`src/rtl/acc_alu_exec_if.sv`:
```
// Request/writeback bundle between the register file side and the execute stage.
interface acc_alu_exec_if #(
   parameter int unsigned WIDTH  = 8,
   parameter int unsigned ADDR_W = 3
);
   logic              op_valid;
   logic              op_ready;
   logic [2:0]        op_code;
   logic [ADDR_W-1:0] op_dst;
   logic [WIDTH-1:0]  acc_in;
   logic [WIDTH-1:0]  b_in;
   logic              wb_en;
   logic [ADDR_W-1:0] wb_addr;
   logic [WIDTH-1:0]  wb_data;
   logic              carry_flag;
   logic              zero_flag;
   logic              busy;

   modport master (
      output op_valid, op_code, op_dst, acc_in, b_in,
      input  op_ready, wb_en, wb_addr, wb_data, carry_flag, zero_flag, busy
   );

   modport slave (
      input  op_valid, op_code, op_dst, acc_in, b_in,
      output op_ready, wb_en, wb_addr, wb_data, carry_flag, zero_flag, busy
   );
endinterface

```
`src/rtl/acc_alu_exec.sv`:
```
// Accumulator ALU execute stage: single-cycle logic/arith ops, iterative SHL and
// shift-add MUL, result returned through the register-file write port.
module acc_alu_exec #(
   parameter int unsigned WIDTH  = 8,
   parameter int unsigned ADDR_W = 3
) (
   input logic           clk,
   input logic           reset_n,
   acc_alu_exec_if.slave bus
);
   localparam int unsigned PW    = 2 * WIDTH;
   localparam int unsigned CNT_W = 4;

   localparam logic [1:0] S_IDLE = 2'd0;
   localparam logic [1:0] S_ITER = 2'd1;
   localparam logic [1:0] S_WB   = 2'd2;

   localparam logic [2:0] OP_ADD = 3'b000;
   localparam logic [2:0] OP_SUB = 3'b001;
   localparam logic [2:0] OP_AND = 3'b010;
   localparam logic [2:0] OP_OR  = 3'b011;
   localparam logic [2:0] OP_XOR = 3'b100;
   localparam logic [2:0] OP_MOV = 3'b101;
   localparam logic [2:0] OP_SHL = 3'b110;
   localparam logic [2:0] OP_MUL = 3'b111;

   logic [1:0]        r_state,  w_state_nxt;
   logic [2:0]        r_op,     w_op_nxt;
   logic [ADDR_W-1:0] r_dst,    w_dst_nxt;
   logic [WIDTH-1:0]  r_res,    w_res_nxt;
   logic [WIDTH-1:0]  r_hi,     w_hi_nxt;
   logic [PW-1:0]     r_mcand,  w_mcand_nxt;
   logic [WIDTH-1:0]  r_mplier, w_mplier_nxt;
   logic              r_cy,     w_cy_nxt;
   logic [CNT_W-1:0]  r_cnt,    w_cnt_nxt;

   logic              r_ready, r_busy, r_wb_en, r_carry, r_zero;
   logic [ADDR_W-1:0] r_wb_addr;
   logic [WIDTH-1:0]  r_wb_data;

   logic [WIDTH:0]    w_sum, w_diff;
   logic [PW-1:0]     w_prod;

   assign w_sum  = {1'b0, bus.acc_in} + {1'b0, bus.b_in};
   assign w_diff = {1'b0, bus.acc_in} - {1'b0, bus.b_in};
   // One shift-add step: {r_hi,r_res} is the running product.
   assign w_prod = {r_hi, r_res} + (r_mplier[0] ? r_mcand : '0);

   // Next-state and datapath update
   always_comb begin
      w_state_nxt  = r_state;
      w_op_nxt     = r_op;
      w_dst_nxt    = r_dst;
      w_res_nxt    = r_res;
      w_hi_nxt     = r_hi;
      w_mcand_nxt  = r_mcand;
      w_mplier_nxt = r_mplier;
      w_cy_nxt     = r_cy;
      w_cnt_nxt    = r_cnt;
      case (r_state)
         S_IDLE: begin
            if (bus.op_valid) begin
               w_op_nxt    = bus.op_code;
               w_dst_nxt   = bus.op_dst;
               w_state_nxt = S_WB;
               w_cy_nxt    = 1'b0;
               case (bus.op_code)
                  OP_ADD: {w_cy_nxt, w_res_nxt} = w_sum;
                  OP_SUB: {w_cy_nxt, w_res_nxt} = w_diff;
                  OP_AND: w_res_nxt = bus.acc_in & bus.b_in;
                  OP_OR:  w_res_nxt = bus.acc_in | bus.b_in;
                  OP_XOR: w_res_nxt = bus.acc_in ^ bus.b_in;
                  OP_MOV: w_res_nxt = bus.b_in;
                  OP_SHL: begin
                     w_res_nxt = bus.acc_in;
                     w_cnt_nxt = CNT_W'(bus.b_in[2:0]);
                     if (bus.b_in[2:0] != 3'd0) w_state_nxt = S_ITER;
                  end
                  default: begin
                     w_res_nxt    = '0;
                     w_hi_nxt     = '0;
                     w_mcand_nxt  = PW'(bus.acc_in);
                     w_mplier_nxt = bus.b_in;
                     w_cnt_nxt    = CNT_W'(WIDTH);
                     w_state_nxt  = S_ITER;
                  end
               endcase
            end
         end
         S_ITER: begin
            if (r_op == OP_SHL) begin
               w_res_nxt = {r_res[WIDTH-2:0], 1'b0};
               w_cy_nxt  = r_res[WIDTH-1];
            end else begin
               {w_hi_nxt, w_res_nxt} = w_prod;
               w_mcand_nxt  = {r_mcand[PW-2:0], 1'b0};
               w_mplier_nxt = {1'b0, r_mplier[WIDTH-1:1]};
               w_cy_nxt     = |w_prod[PW-1:WIDTH];
            end
            w_cnt_nxt = r_cnt - CNT_W'(1);
            if (r_cnt == CNT_W'(1)) w_state_nxt = S_WB;
         end
         S_WB:    w_state_nxt = S_IDLE;
         default: w_state_nxt = S_IDLE;
      endcase
   end

   always_ff @(posedge clk) begin
      if (!reset_n) begin
         r_state   <= S_IDLE;
         r_op      <= OP_ADD;
         r_dst     <= '0;
         r_res     <= '0;
         r_hi      <= '0;
         r_mcand   <= '0;
         r_mplier  <= '0;
         r_cy      <= 1'b0;
         r_cnt     <= '0;
         r_ready   <= 1'b1;
         r_busy    <= 1'b0;
         r_wb_en   <= 1'b0;
         r_wb_addr <= '0;
         r_wb_data <= '0;
         r_carry   <= 1'b0;
         r_zero    <= 1'b0;
      end else begin
         r_state  <= w_state_nxt;
         r_op     <= w_op_nxt;
         r_dst    <= w_dst_nxt;
         r_res    <= w_res_nxt;
         r_hi     <= w_hi_nxt;
         r_mcand  <= w_mcand_nxt;
         r_mplier <= w_mplier_nxt;
         r_cy     <= w_cy_nxt;
         r_cnt    <= w_cnt_nxt;
         r_ready  <= (w_state_nxt == S_IDLE);
         r_busy   <= (w_state_nxt != S_IDLE);
         r_wb_en  <= (w_state_nxt == S_WB);
         if (w_state_nxt == S_WB) begin
            r_wb_addr <= w_dst_nxt;
            r_wb_data <= w_res_nxt;
         end
         // Flags commit together with the register-file write
         if (r_state == S_WB) begin
            r_zero <= (r_wb_data == '0);
            if (r_op != OP_MOV) r_carry <= r_cy;
         end
      end
   end

   assign bus.op_ready   = r_ready;
   assign bus.busy       = r_busy;
   assign bus.wb_en      = r_wb_en;
   assign bus.wb_addr    = r_wb_addr;
   assign bus.wb_data    = r_wb_data;
   assign bus.carry_flag = r_carry;
   assign bus.zero_flag  = r_zero;
endmodule
```
`src/flat_wrapper.sv`:
```
// flat-port wrapper written by rule: the top's interface ports become plain ports
module acc_alu_exec_flat 
#(
   parameter int unsigned WIDTH  = 8,
   parameter int unsigned ADDR_W = 3
)
  (clk, reset_n, bus_op_valid, bus_op_code, bus_op_dst, bus_acc_in, bus_b_in, bus_op_ready, bus_wb_en, bus_wb_addr, bus_wb_data, bus_carry_flag, bus_zero_flag, bus_busy);
  acc_alu_exec_if #(.WIDTH(WIDTH), .ADDR_W(ADDR_W)) bus_i ();
  input logic clk;
  input logic reset_n;
  input wire logic [$bits(bus_i.op_valid)-1:0] bus_op_valid;
  input wire logic [$bits(bus_i.op_code)-1:0] bus_op_code;
  input wire logic [$bits(bus_i.op_dst)-1:0] bus_op_dst;
  input wire logic [$bits(bus_i.acc_in)-1:0] bus_acc_in;
  input wire logic [$bits(bus_i.b_in)-1:0] bus_b_in;
  output wire logic [$bits(bus_i.op_ready)-1:0] bus_op_ready;
  output wire logic [$bits(bus_i.wb_en)-1:0] bus_wb_en;
  output wire logic [$bits(bus_i.wb_addr)-1:0] bus_wb_addr;
  output wire logic [$bits(bus_i.wb_data)-1:0] bus_wb_data;
  output wire logic [$bits(bus_i.carry_flag)-1:0] bus_carry_flag;
  output wire logic [$bits(bus_i.zero_flag)-1:0] bus_zero_flag;
  output wire logic [$bits(bus_i.busy)-1:0] bus_busy;
  assign bus_i.op_valid = bus_op_valid;
  assign bus_i.op_code = bus_op_code;
  assign bus_i.op_dst = bus_op_dst;
  assign bus_i.acc_in = bus_acc_in;
  assign bus_i.b_in = bus_b_in;
  assign bus_op_ready = bus_i.op_ready;
  assign bus_wb_en = bus_i.wb_en;
  assign bus_wb_addr = bus_i.wb_addr;
  assign bus_wb_data = bus_i.wb_data;
  assign bus_carry_flag = bus_i.carry_flag;
  assign bus_zero_flag = bus_i.zero_flag;
  assign bus_busy = bus_i.busy;
  acc_alu_exec #(.WIDTH(WIDTH), .ADDR_W(ADDR_W)) u_core (.clk(clk), .reset_n(reset_n), .bus(bus_i));
endmodule
```
`config.mk`:
```
export PLATFORM = sky130hd
export DESIGN_NAME = acc_alu_exec_flat
export DESIGN_NICKNAME = d
export VERILOG_FILES = /design/src/rtl/acc_alu_exec_if.sv /design/src/rtl/acc_alu_exec.sv /design/src/flat_wrapper.sv
export SDC_FILE = /design/constraint.sdc
export NUM_CORES = 1
export LEC_CHECK = 0
export ABC_AREA = 1
export CORE_MARGIN = 2
export CORE_UTILIZATION = 25
export CTS_BUF_LIST = sky130_fd_sc_hd__clkbuf_4
export CTS_CLUSTER_DIAMETER = 80
export DETAILED_ROUTE_END_ITERATION = 6
export SLEW_MARGIN = 10
export SYNTH_ARGS = -nofsm -noshare
export SYNTH_HDL_FRONTEND = slang
export SYNTH_SLANG_ARGS = --single-unit
```
`constraint.sdc`:
```
create_clock -name clk -period 3.6 [get_ports clk]
set_clock_uncertainty 0.2 [all_clocks]
set_input_delay 0.72 -clock clk [delete_from_list [all_inputs] [get_ports clk]]
set_output_delay 0.72 -clock clk [all_outputs]
set_load 0.02 [all_outputs]
```
; ---- Word level (Yosys, flattened, before mapping)
; Cells that the tools add are included.
[word_totals]
output_inout_bits = 16
elab_cells = 85
input_bits = 25
reg_bits = 69
[op_classes]
bitwise_logic = 3
n_eq_ne = 16
add_sub_neg = 4
n_reduce_logical = 15
n_mux = 31
[op_table]
columns = operator, n
row1 = $mux 16, 4
row2 = $mux 8, 8
row3 = $pmux 8 s7, 1
row4 = $pmux 8 s2, 3
row5 = $pmux 16 s2, 1
row6 = $add 16x16->16, 1
row7 = $pmux 4 s2, 2
row8 = $eq 3x3->1 const B, 4
row9 = $add 8x8->9, 1
row10 = $sub 8x8->9, 1
row11 = $and 8x8->8, 1
row12 = $logic_not 8->1, 1
row13 = $ne 2x2->1 const B, 4
row14 = $or 8x8->8, 1
row15 = $pmux 2 s2, 2
row16 = $reduce_or 8->1, 1
row17 = $xor 8x8->8, 1
row18 = $reduce_or 7->1, 1
row19 = $eq 3x2->1 const B, 2
row20 = $mux 2, 3
row21 = $mux 3, 2
row22 = $reduce_and 2->1, 3
row23 = $reduce_or 6->1, 1
row24 = $eq 2x2->1 const B, 2
row25 = other kinds (14), 18

; ---- Depth between registers and ports, before layout
; Gate-level depths: netlist (run 1).
[logic_depth]
ltp_word = 6
depth_mapped = 19
mapped_depth_nobuf = 17

; ---- Worst setup path before layout (run 1)
; OpenSTA, ideal clock, no wires.
[synth_timing]
path_kind = register -> register
start = register u_core.r_mplier[0]
end = register u_core.r_cy
required_time_ns = 3.281
stages_incl_launch_ff = 20
period_less_slack_ns = 2.708
setup_ns = 0.119
path_slack_ns = 0.892
t_arrival_ns = 2.388
path_buffers = 2
cell_sequence = dfxtp_1 -> clkbuf_1 -> clkbuf_1 -> nand2_1 -> inv_1 -> ha_1 -> inv_1 -> fa_1 -> inv_1 -> nand3_1 -> nand3_1 -> nand3_1 -> nand3_1 -> nand2_1 -> nand2_1 -> nand2_1 -> nor2_1 -> nand3_1 -> nand2_1 -> a21oi_1
[synth_between]
elab_chain_cells = 5
[synth_rtl]
columns = item, line_no
row1 = "start, declared", acc_alu_exec.sv:33  ; logic [WIDTH-1:0] r_mplier, w_mplier_nxt;
row2 = "start signal, assigned", acc_alu_exec.sv:133  ; r_mplier <= w_mplier_nxt;
row3 = $mux 16, acc_alu_exec.sv:47  ; assign w_prod = {r_hi, r_res} + (r_mplier[0] ? r_mcand : '0);
row4 = $add 16x16->16, acc_alu_exec.sv:47
row5 = $reduce_or 8->1, acc_alu_exec.sv:98  ; w_cy_nxt = |w_prod[PW-1:WIDTH];
row6 = $mux 1, acc_alu_exec.sv:91  ; if (r_op == OP_SHL) begin
row7 = $pmux 1 s2, acc_alu_exec.sv:60  ; case (r_state)
row8 = "end signal, assigned", acc_alu_exec.sv:134  ; r_cy <= w_cy_nxt;
row9 = "end, declared", acc_alu_exec.sv:34  ; logic r_cy, w_cy_nxt;
; No other way between the ends.
; A chain may end at the register's enable or synchronous reset.

; ---- Worst setup path in the final report (run 1)
[layout_timing]
start = input port bus_acc_in[0]
end = register u_core.r_wb_data[4], in the netlist u_core.bus.wb_data[4]
[layout_between]
elab_chain_cells = 4
elab_cells_between_ends = 5
cone_classes = add/sub: 2 / mux: 3
[layout_rtl]
columns = item, line_no
row1 = "start, declared", flat_wrapper.sv:14  ; input wire logic [$bits(bus_i.acc_in)-1:0] bus_acc_in;
row2 = $sub 8x8->9 or $add 8x8->9 (tied branches), "acc_alu_exec.sv:45, acc_alu_exec.sv:44"
row3 = $pmux 8 s7 *, acc_alu_exec.sv:67  ; case (bus.op_code)
row4 = $mux 8 *, acc_alu_exec.sv:62  ; if (bus.op_valid) begin
row5 = $pmux 8 s2 *, acc_alu_exec.sv:60
row6 = "end signal, assigned", acc_alu_exec.sv:141  ; r_wb_data <= w_res_nxt;
row7 = "end, declared", acc_alu_exec.sv:39  ; logic [WIDTH-1:0] r_wb_data;
; Mark *: on every way between the ends. The rest lies on a longest branch, timed or not.

==> impl_metrics.yaml, run 1 <==
placed_design:
  port_buffers: 40
  gp_congestion: 0.9725
  pre_cts_ws_ns: 0.2257
  hpwl_um: 13020
worst_setup_path:
  cp-start-kind: "primary input"
  slowest_delay_ns: 0.52
  critical_path_required_ns: 3.77
  slowest_stage: "clkdlybuf4s50_1"
  arrival_ns: 3.09
  critical_path_class: "in2reg"
  crit_chain: "clkdlybuf4s50_1, inv_1, ha_1, fa_1, inv_1, nand2_1, a21oi_1, nor2_1, nor2_1, nor2_1, nand2_1, nand3_1, o21ai_0, nand3_1, nand2_1, inv_1"
  crit_fanout: 3
  critPathCaptureType: "register"
job:
  max_cap_violations: 0
power:
  p_leak_uw: 0.003064
  power.share.clock_pct: 28.1
  comb_power_share_pct: 26.9
  ir_worst_vdd_mv: 0.2123
  power_switching_uw: 696.3
  intPower_uw: 1225
  p_per_area_nw_per_um2: 308.9
  pwr-share-seq_pct: 45.0
  switching_share_pct: 36.24
clock_tree:
  cts-resized-gates: 0
  clock_sink_count: 69
  clk-insertion-delay-late_ns: 0.45
  cts_tree: "built"
  clk_pin_slew_ns: 0.14
  post_cts_buffers: 0
  cts_max_level: 3
  cts_max_path_buffers: 2
  cts-buffers-inserted: 9
  clockRootBuffer: "clkbuf_4"
  holdBufCountCts: 0
route:
  drc: 0
  via_per_inst: 4.707
  first_pass_iters: 5
  wl_per_cell_um: 14.41
  via_count: 5488
  drt-total-wl_um: 16800
  ant_nets: 0
  first_iter_violations: 359
floorplan:
  io_pins: 41
  row_count: 53
  die_width_um: 149.7
  die_h_um: 149.7
  dieArea_um2: 22400
  initial_utilization_pct: 25.39
  coreArea_um2: 20890
timing:
  finalHoldViolCount: 0
  worst_slew_margin_rel_pct: 58.38
  min_period_ns: 2.921
  timing.hold.ws_ns: 0.2727
  max_freq_mhz: 342.3
  setup_viol: 0
  setup_tns_ns: 0
  period_share_pct: 81.14
  slew_violations: 0
  timing.final.ws_setup_ns: 0.6788
  worst_slew_pin_slew_ns: 0.6237
  rsz0062_at_grt: "no"
final_layout:
  syn2layout_area_growth_pct: 17.29
  fill_cells: 2304
  final_nets: 954
  layout-drive-gt1-share_pct: 6.517
synthesis:
  synth_warnings: 0
  ys.flop_type: "dfxtp_1"
  async_reset_ff_share_pct: 0
  syn_nets: 909
  synth.most_common_cell: "nand2_1"
  synth_common_cells: "nand2_1 (230), inv_1 (137), dfxtp_1 (69)"
  synth-simple-area-share_pct: 30.90
  ys_seq_area_share_pct: 26.04
  synthMuxAreaShare_pct: 0.5662
  synth_compound_area_share_pct: 18.00
  synthAdderAreaFrac_pct: 10.80
  synth_seq_cells: 69
  syn-cell-area_um2: 5304
  synth-edff-count: 0
  syn-instance-count: 840
  yosysTopAreaCell: "dfxtp_1"
  syn_area_per_cell_um2: 6.314
  synth_xor_area_share_pct: 0.6605
  synth_top_area_share_pct: 26.04
  synth_cell_type_count: 41
  synth_top_family_by_area: "simple AND/OR/NAND/NOR gates"
  synthTopCellsByArea: "dfxtp_1 (26%), nand2_1 (16%), inv_1 (9.7%), ha_1 (9.7%), a21oi_1 (6.4%)"
global_routing:
  grt_pass1_wl_um: 27650
  grt_usage_pct: 15.76
  antenna_found_initial: 1
  overflow: 0
  grt_max_degree: 29
  grt_pass1_vias: 5303
outcome:
  status: "finished clean"
min_path:
  hold_class: "reg2reg"
power groups by stage:
stage          clock (µW)  sequential (µW)  combinational, µW
6_report              540              865                517
5_1_grt               596              872                579
4_1_cts               560              864                517
3_5_place_dp            0              880                514
3_3_place_gp            0              882                515
2_1_floorplan           0              884                315
through the flow:
step	util [%]	instance area, µm²	std cells	total power [µW]
floorplan	-	5304	840	1199
finish	29.78	6221	1166	1922
global placement	29.09	6076	1149	1397
detailed placement	29.09	6076	1149	1393
global route	29.78	6221	1166	2046
CTS	29.77	6218	1165	1941
worst max-delay path: cells and delay by family:
kind / cells / cell delay, ns
buffers and inverters: 4 / 0.76
adders and majority gates: 2 / 0.62
and+or+nand+nor: 8 / 0.62
AOI/OAI and AO/OA: 2 / 0.36
sequential cells by signal (all words and copies together) (netlist names), 4 cells and up:
name,cells
u_core.r_res,8
u_core.bus.wb_data,8
u_core.r_mplier,8
u_core.r_hi,8
u_core.r_cnt,4
u_core.r_mcand,16
cells by family (layout without fill, tap and decap cells):
group / count (synthesis) / after routing
AOI/OAI and AO/OA: 167 / 167
xor gates and xnor gates: 4 / 4
adders and majority gates: 44 / 44
buffers and inverters: 172 / 222
DFF: 69 / 69
muxes: 3 / 3
other: 0 / 1
and+or+nand+nor: 381 / 381
layout by cell type (no fill, tap or decap), types with 9 or more instances in the layout:
cell and instances:
a21oi_1 68, a31oi_1 17, buf_4 21, clkbuf_4 9
clkdlybuf4s50_1 40, dfxtp_1 69, ha_1 41, inv_1 137
nand2_1 230, nand3_1 62, nand4_1 14, nor2_1 50
o21ai_0 43, o22ai_1 15
layer usage:
layer | GRT usage [%] | wire length (µm)
met3 | 2.043 | 625
met1 | 21.67 | 8217
met5 | 0 | 0
met2 | 25.48 | 7606
met4 | 5.283 | 350
worst paths after layout:
| check | end | slack, ns | startpoint | cells after the start |
|---|---|---|---|---|
| setup / recovery | u_core.bus.wb_data[4] | 0.68 | bus_acc_in[0] | 16 |
| hold reg to reg | u_core.r_mcand[15] | 0.27 | u_core.r_mcand[15] | 2 |
| setup reg to reg | u_core.r_cy | 0.89 | u_core.r_mcand[0] | 17 |
| hold / removal | u_core.r_mcand[15] | 0.27 | u_core.r_mcand[15] | 2 |
cell type report:
cell class	count	area [µm²]	share of cell area (%)
Clock buffer	9	67.56	1.086
Sequential cell	69	1381	22.20
Inverter	144	540.5	8.689
Timing Repair Buffer	62	578.1	9.292
Clock inverter	7	75.07	1.207
Antenna cell	1	2.502	0.04023
Multi-Input combinational cell	599	3232	51.95
Tap cell	275	344.1	5.531
No activity file was read; power rests on OpenSTA's default activity.
==> run 2: changes to the inputs <==
==> constraint.sdc (replaced) <==
create_clock -name clk -period 2.7 [get_ports clk]
set_clock_uncertainty 0.2 [all_clocks]
set_input_delay 0.54 -clock clk [delete_from_list [all_inputs] [get_ports clk]]
set_output_delay 0.54 -clock clk [all_outputs]
set_load 0.02 [all_outputs]
==> run 2 against run 1 <==
Effect of this change:
- final area up 8.6%
- sequential power up 33%
- critical path type is now reg2reg
- via count up 1.4%
- non-clock buffer count up 68
- first-iteration DRC count up 26%
- sequential share of layout area down 1.7 points
- highest routed layer unchanged
- global-route usage down 0.19 points
- combinational power up 51%
- utilization up 2.6 points
- register-to-register slack worse by 0.73 ns
- critical path depth up 1
==> impl_metrics.yaml, run 2 (synthesis gave the netlist of run 1 again) <==
power:
  comb_power_share_pct: 30.5
  ir_worst_vdd_mv: 0.2984
  p_per_area_nw_per_um2: 378.3
  power_switching_uw: 937.9
  pwr-share-seq_pct: 44.9
  p_leak_uw: 0.003408
  intPower_uw: 1619
  switching_share_pct: 36.68
  power.share.clock_pct: 24.6
floorplan:
  coreArea_um2: 20890
  die_width_um: 149.7
  die_h_um: 149.7
  initial_utilization_pct: 25.39
  dieArea_um2: 22400
  row_count: 53
  io_pins: 41
final_layout:
  regMostFlops: "u_core.r_mcand"
  seq_area_um2: 1384
  multi_input_area_um2: 3253
  largest_reg_flops: 16
  final_nets: 1022
  layout_commonest_cell: "nand2_1"
  mostFrequentLayoutCells: "nand2_1 (230), inv_1 (137), buf_4 (86), a21oi_1 (67), dfxtp_1 (67)"
  fill_cells: 2298
  layout-drive-gt1-share_pct: 13.88
  fin_util_pct: 32.36
  syn2layout_area_growth_pct: 27.44
global_routing:
  grt_pass1_wl_um: 27620
  grt_usage_pct: 15.57
  grt_pass1_vias: 5408
  antenna_found_initial: 1
  grt_max_degree: 38
  overflow: 0
route:
  via_count: 5565
  drc: 0
  via_per_inst: 4.510
  wl_per_cell_um: 13.46
  ant_nets: 0
  first_iter_violations: 453
  first_pass_iters: 5
  drt-total-wl_um: 16610
worst_setup_path:
  crit_fanout: 3
  critical_path_class: "reg2reg"
  regToRegStartpoint: "u_core.r_mplier[0]"
  arrival_ns: 2.69
  r2r-end: "u_core.r_cy"
  worst_r2r_path_depth: 17
  critPathCaptureType: "register"
  cp-start-kind: "register"
  cp-startpoint: "u_core.r_mplier[0]"
  critical_path_required_ns: 2.85
  rrSetupSlack_ns: 0.16
outcome:
  status: "finished clean"
clock_tree:
  cts_tree: "built"
  clk_pin_slew_ns: 0.12
  clk-insertion-delay-late_ns: 0.47
  clockRootBuffer: "clkbuf_4"
  cts_max_path_buffers: 2
  clock_sink_count: 69
  cts_max_level: 3
  holdBufCountCts: 0
  cts-buffers-inserted: 9
timing:
  setup_tns_ns: 0
  timing.final.ws_setup_ns: 0.1620
  slew_violations: 0
  setup_viol: 0
  max_freq_mhz: 394.0
  worst_slew_margin_rel_pct: 68.76
  period_share_pct: 94.00
  rsz0062_at_grt: "no"
  min_period_ns: 2.538
  finalHoldViolCount: 0
  worst_slew_pin_slew_ns: 0.4681
placed_design:
  pre_cts_ws_ns: -0.3155
  port_buffers: 40
  hpwl_um: 13010
  gp_congestion: 0.9048
min_path:
  min_to: "u_core.r_mcand[15]"
  hold_path_depth: 2
  hold_class: "reg2reg"
  min-delay-start: "u_core.r_mcand[15]"
job:
  max_cap_violations: 0
## run 2: changes by cell type in the layout (fill, tap and decap cells not counted), moves of 2 or more
cell / change
dfxtp_2: +2
buf_4: +65
buf_12: +2
nand3_2: +2
dfxtp_1: -2
nand3_1: -2
## run 2: per-stage QoR
stage,hold WS [ns],cells,cell area [µm²],total power (µW)
2_1_floorplan,0.2392,840,5305,1598
3_3_place_gp,0.2508,1217,6611,1941
3_5_place_dp,0.2584,1217,6611,1941
4_1_cts,0.2758,1233,6729,2579
5_1_grt,0.2930,1234,6759,2719
6_report,0.2783,1234,6759,2557
## run 2: power groups by stage
stage / combinational, µW / sequential, µW / clock, µW
3_5_place_dp: 773 / 1170 / 0
6_report: 779 / 1150 / 630
2_1_floorplan: 420 / 1180 / 0
5_1_grt: 869 / 1160 / 692
3_3_place_gp: 772 / 1170 / 0
4_1_cts: 777 / 1150 / 655
## run 2: worst max-delay path: stages, from the launching register on
cell and delay [ns]:
dfxtp_2 0.37, nand2_1 0.05, inv_1 0.09, ha_1 0.20
inv_1 0.07, fa_2 0.37, inv_1 0.08, nand3_1 0.08
nand3_2 0.12, nand3_1 0.13, nand3_1 0.10, nand2_1 0.07
nand2_1 0.06, nand2_1 0.05, nor2_1 0.12, nand3_1 0.14
nand2_1 0.09, a21oi_1 0.06
## run 2: worst max path at each step
stage               slack [ns]                     to
finish                    0.16            u_core.r_cy
global route             0.009            u_core.r_cy
CTS                       0.03            u_core.r_cy
detailed placement       -0.32  u_core.bus.wb_data[4]
global placement         -0.29  u_core.bus.wb_data[4]
floorplan                 0.08            u_core.r_cy
## run 2: layout make-up
cell class	count	area share, %
repair buffers	130	16.53
diodes	1	0.03702
flip-flops and latches	69	20.47
well taps	275	5.091
multi-input cells	599	48.13
clock buffers	9	0.9996
inverters	144	7.997
clock inverters	7	0.7405
## run 2: timing repair
action	in CTS	in global routing
setup endpoints to repair	0	2
buffers inserted	0	0
gates resized for setup	0	10
## run 2: per-layer routing
metal / global-route usage, % / wire length (µm) / part of all wire [%]
met4: 3.396 / 184 / 1.1
met3: 2.378 / 655 / 3.9
met2: 25.05 / 7487 / 45
met5: 0 / 0 / 0
met1: 22.00 / 8281 / 50
==> run 3: changes to the inputs <==
--- a/config.mk
+++ b/config.mk
@@ -6,6 +6,7 @@
 export NUM_CORES = 1
 export LEC_CHECK = 0
 export ABC_AREA = 1
+export CORE_ASPECT_RATIO = 1.75
 export CORE_MARGIN = 2
 export CORE_UTILIZATION = 25
 export CTS_BUF_LIST = sky130_fd_sc_hd__clkbuf_4
==> run 3 against run 2 <==
Effect of this change:
- via count is 6.3% higher
- first-iteration DRC count is 35% lower
- final area is 3.3% higher
- largest power group unchanged
- highest routed layer unchanged
==> impl_metrics.yaml, run 3 (synthesis gave the netlist of run 1 again) <==
worst_setup_path:
  critPathCaptureType: "register"
  endpoint: "u_core.bus.wb_data[4]"
  cp-start-kind: "primary input"
  regToRegStartpoint: "u_core.r_mplier[0]"
  r2r-end: "u_core.r_cy"
  arrival_ns: 2.74
  rrSetupSlack_ns: 0.21
  worst_r2r_path_depth: 16
  crit_fanout: 3
  critical_path_class: "in2reg"
  cp-startpoint: "bus_b_in[0]"
  critical_path_required_ns: 2.84
final_layout:
  regMostFlops: "u_core.r_mcand"
  final_nets: 1038
  fill_cells: 2337
  layout_commonest_cell: "nand2_1"
  syn2layout_area_growth_pct: 31.61
  final_cells: 1227
  layout-drive-gt1-share_pct: 17.35
  mostFrequentLayoutCells: "nand2_1 (227), inv_1 (134), buf_4 (99), a21oi_1 (67), dfxtp_1 (67)"
  largest_reg_flops: 16
  seq_area_um2: 1384
  multi_input_area_um2: 3318
floorplan:
  row_count: 70
  initial_utilization_pct: 25.44
  dieArea_um2: 22440
  die_width_um: 114.1
  io_pins: 41
  coreArea_um2: 20850
  die_h_um: 196.7
global_routing:
  antenna_found_initial: 1
  grt_pass1_wl_um: 29380
  grt_pass1_vias: 5924
  overflow: 0
  grt_usage_pct: 16.83
  grt_max_degree: 28
timing:
  slew_violations: 0
  rsz0062_at_grt: "yes"
  setup_tns_ns: 0
  min_period_ns: 2.593
  max_freq_mhz: 385.7
  setup_viol: 0
  finalHoldViolCount: 0
  worst_slew_pin_slew_ns: 0.4362
  period_share_pct: 96.02
  timing.hold.ws_ns: 0.2718
  worst_slew_margin_rel_pct: 70.70
power:
  intPower_uw: 1751
  p_leak_uw: 0.003503
  p_per_area_nw_per_um2: 387.7
  power.share.clock_pct: 27.0
  switching_share_pct: 35.33
  pwr-share-seq_pct: 42.6
  comb_power_share_pct: 30.4
  power_switching_uw: 956.2
  ir_worst_vdd_mv: 0.2010
clock_tree:
  cts_max_level: 3
  clock_sink_count: 69
  cts-buffers-inserted: 9
  clockRootBuffer: "clkbuf_4"
  clk-insertion-delay-late_ns: 0.44
  holdBufCountCts: 0
  cts_max_path_buffers: 2
  cts_tree: "built"
  clk_pin_slew_ns: 0.12
placed_design:
  hpwl_um: 15510
  gp_congestion: 1.016
  port_buffers: 40
  dp_cells: 1209
route:
  first_iter_violations: 293
  via_per_inst: 4.819
  via_count: 5913
  drc: 0
  wl_per_cell_um: 15.28
  ant_nets: 0
  drt-total-wl_um: 18740
  first_pass_iters: 4
outcome:
  status: "finished clean"
min_path:
  hold_class: "reg2reg"
job:
  max_cap_violations: 0
[run 3: cell count changes in the layout (fill, tap and decap cells not counted), moves of 4 or more]
cell,change
ha_1,-6
nor2_2,+5
ha_2,+4
nor2_1,-6
buf_4,+13
[run 3: worst max-delay path, stage by stage]
cell and delay (ns):
clkdlybuf4s50_1 0.43, buf_4 0.17, ha_1 0.23, fa_1 0.41, nand3_1 0.10, nand3_1 0.10, o21ai_0 0.20, nand3_1 0.09
o21ai_0 0.25, nand3_1 0.11, nand2_1 0.07, inv_1 0.03
[run 3: how the worst min path moves through the flow]
stage	slack (ns)	end	startpoint	cells after the start
after floorplan	0.24	u_core.r_mplier[7]	u_core.r_mplier[7]	2
after global placement	0.25	u_core.r_mcand[15]	u_core.r_mcand[15]	2
after detailed placement	0.26	u_core.r_mcand[15]	u_core.r_mcand[15]	2
after CTS	0.28	u_core.r_mcand[15]	u_core.r_mcand[15]	2
after global routing	0.29	u_core.r_hi[4]	u_core.r_hi[4]	2
final	0.27	u_core.r_mcand[15]	u_core.r_mcand[15]	2
[run 3: cell type report]
class	count	area share, %
Tap cell	252	4.517
Clock buffer	10	1.075
Sequential cell	69	19.82
Multi-Input combinational cell	599	47.54
Clock inverter	6	1.004
Timing Repair Buffer	146	18.26
Inverter	144	7.743
Antenna cell	1	0.03585
[run 3: power by group through the flow]
stage / Clock (µW) / Combinational [µW] / Sequential (µW)
finish: 732 / 822 / 1150
floorplan: 0 / 420 / 1180
global route: 789 / 902 / 1160
CTS: 748 / 811 / 1150
detailed placement: 0 / 808 / 1180
global placement: 0 / 805 / 1170
[run 3: metal layers]
| layer | wire length (µm) | global-route usage (%) | vias up |
|---|---|---|---|
| li1 | - | - | 2995 |
| met1 | 6523 | 15.16 | 2760 |
| met2 | 10610 | 34.10 | 106 |
| met3 | 403 | 1.691 | 52 |
| met4 | 1209 | 10.98 | 0 |
| met5 | 0 | 0 | - |
[run 3: stage by stage]
| stage | setup WS (ns) | area, µm² | util [%] | total power, µW |
|---|---|---|---|---|
| after detailed placement | -0.4733 | 6733 | 32.30 | 1983 |
| after global placement | -0.4568 | 6733 | 32.30 | 1979 |
| after floorplan | 0.07693 | 5305 | - | 1598 |
| after global routing | -0.006781 | 6980 | 33.49 | 2852 |
| final | 0.1074 | 6980 | 33.49 | 2707 |
| after CTS | 0.003054 | 6878 | 33.00 | 2712 |
[run 3: timing repair]
action,in CTS,in global routing
gates resized for setup,0,31
setup buffers,0,1
endpoints found under the setup margin,0,4
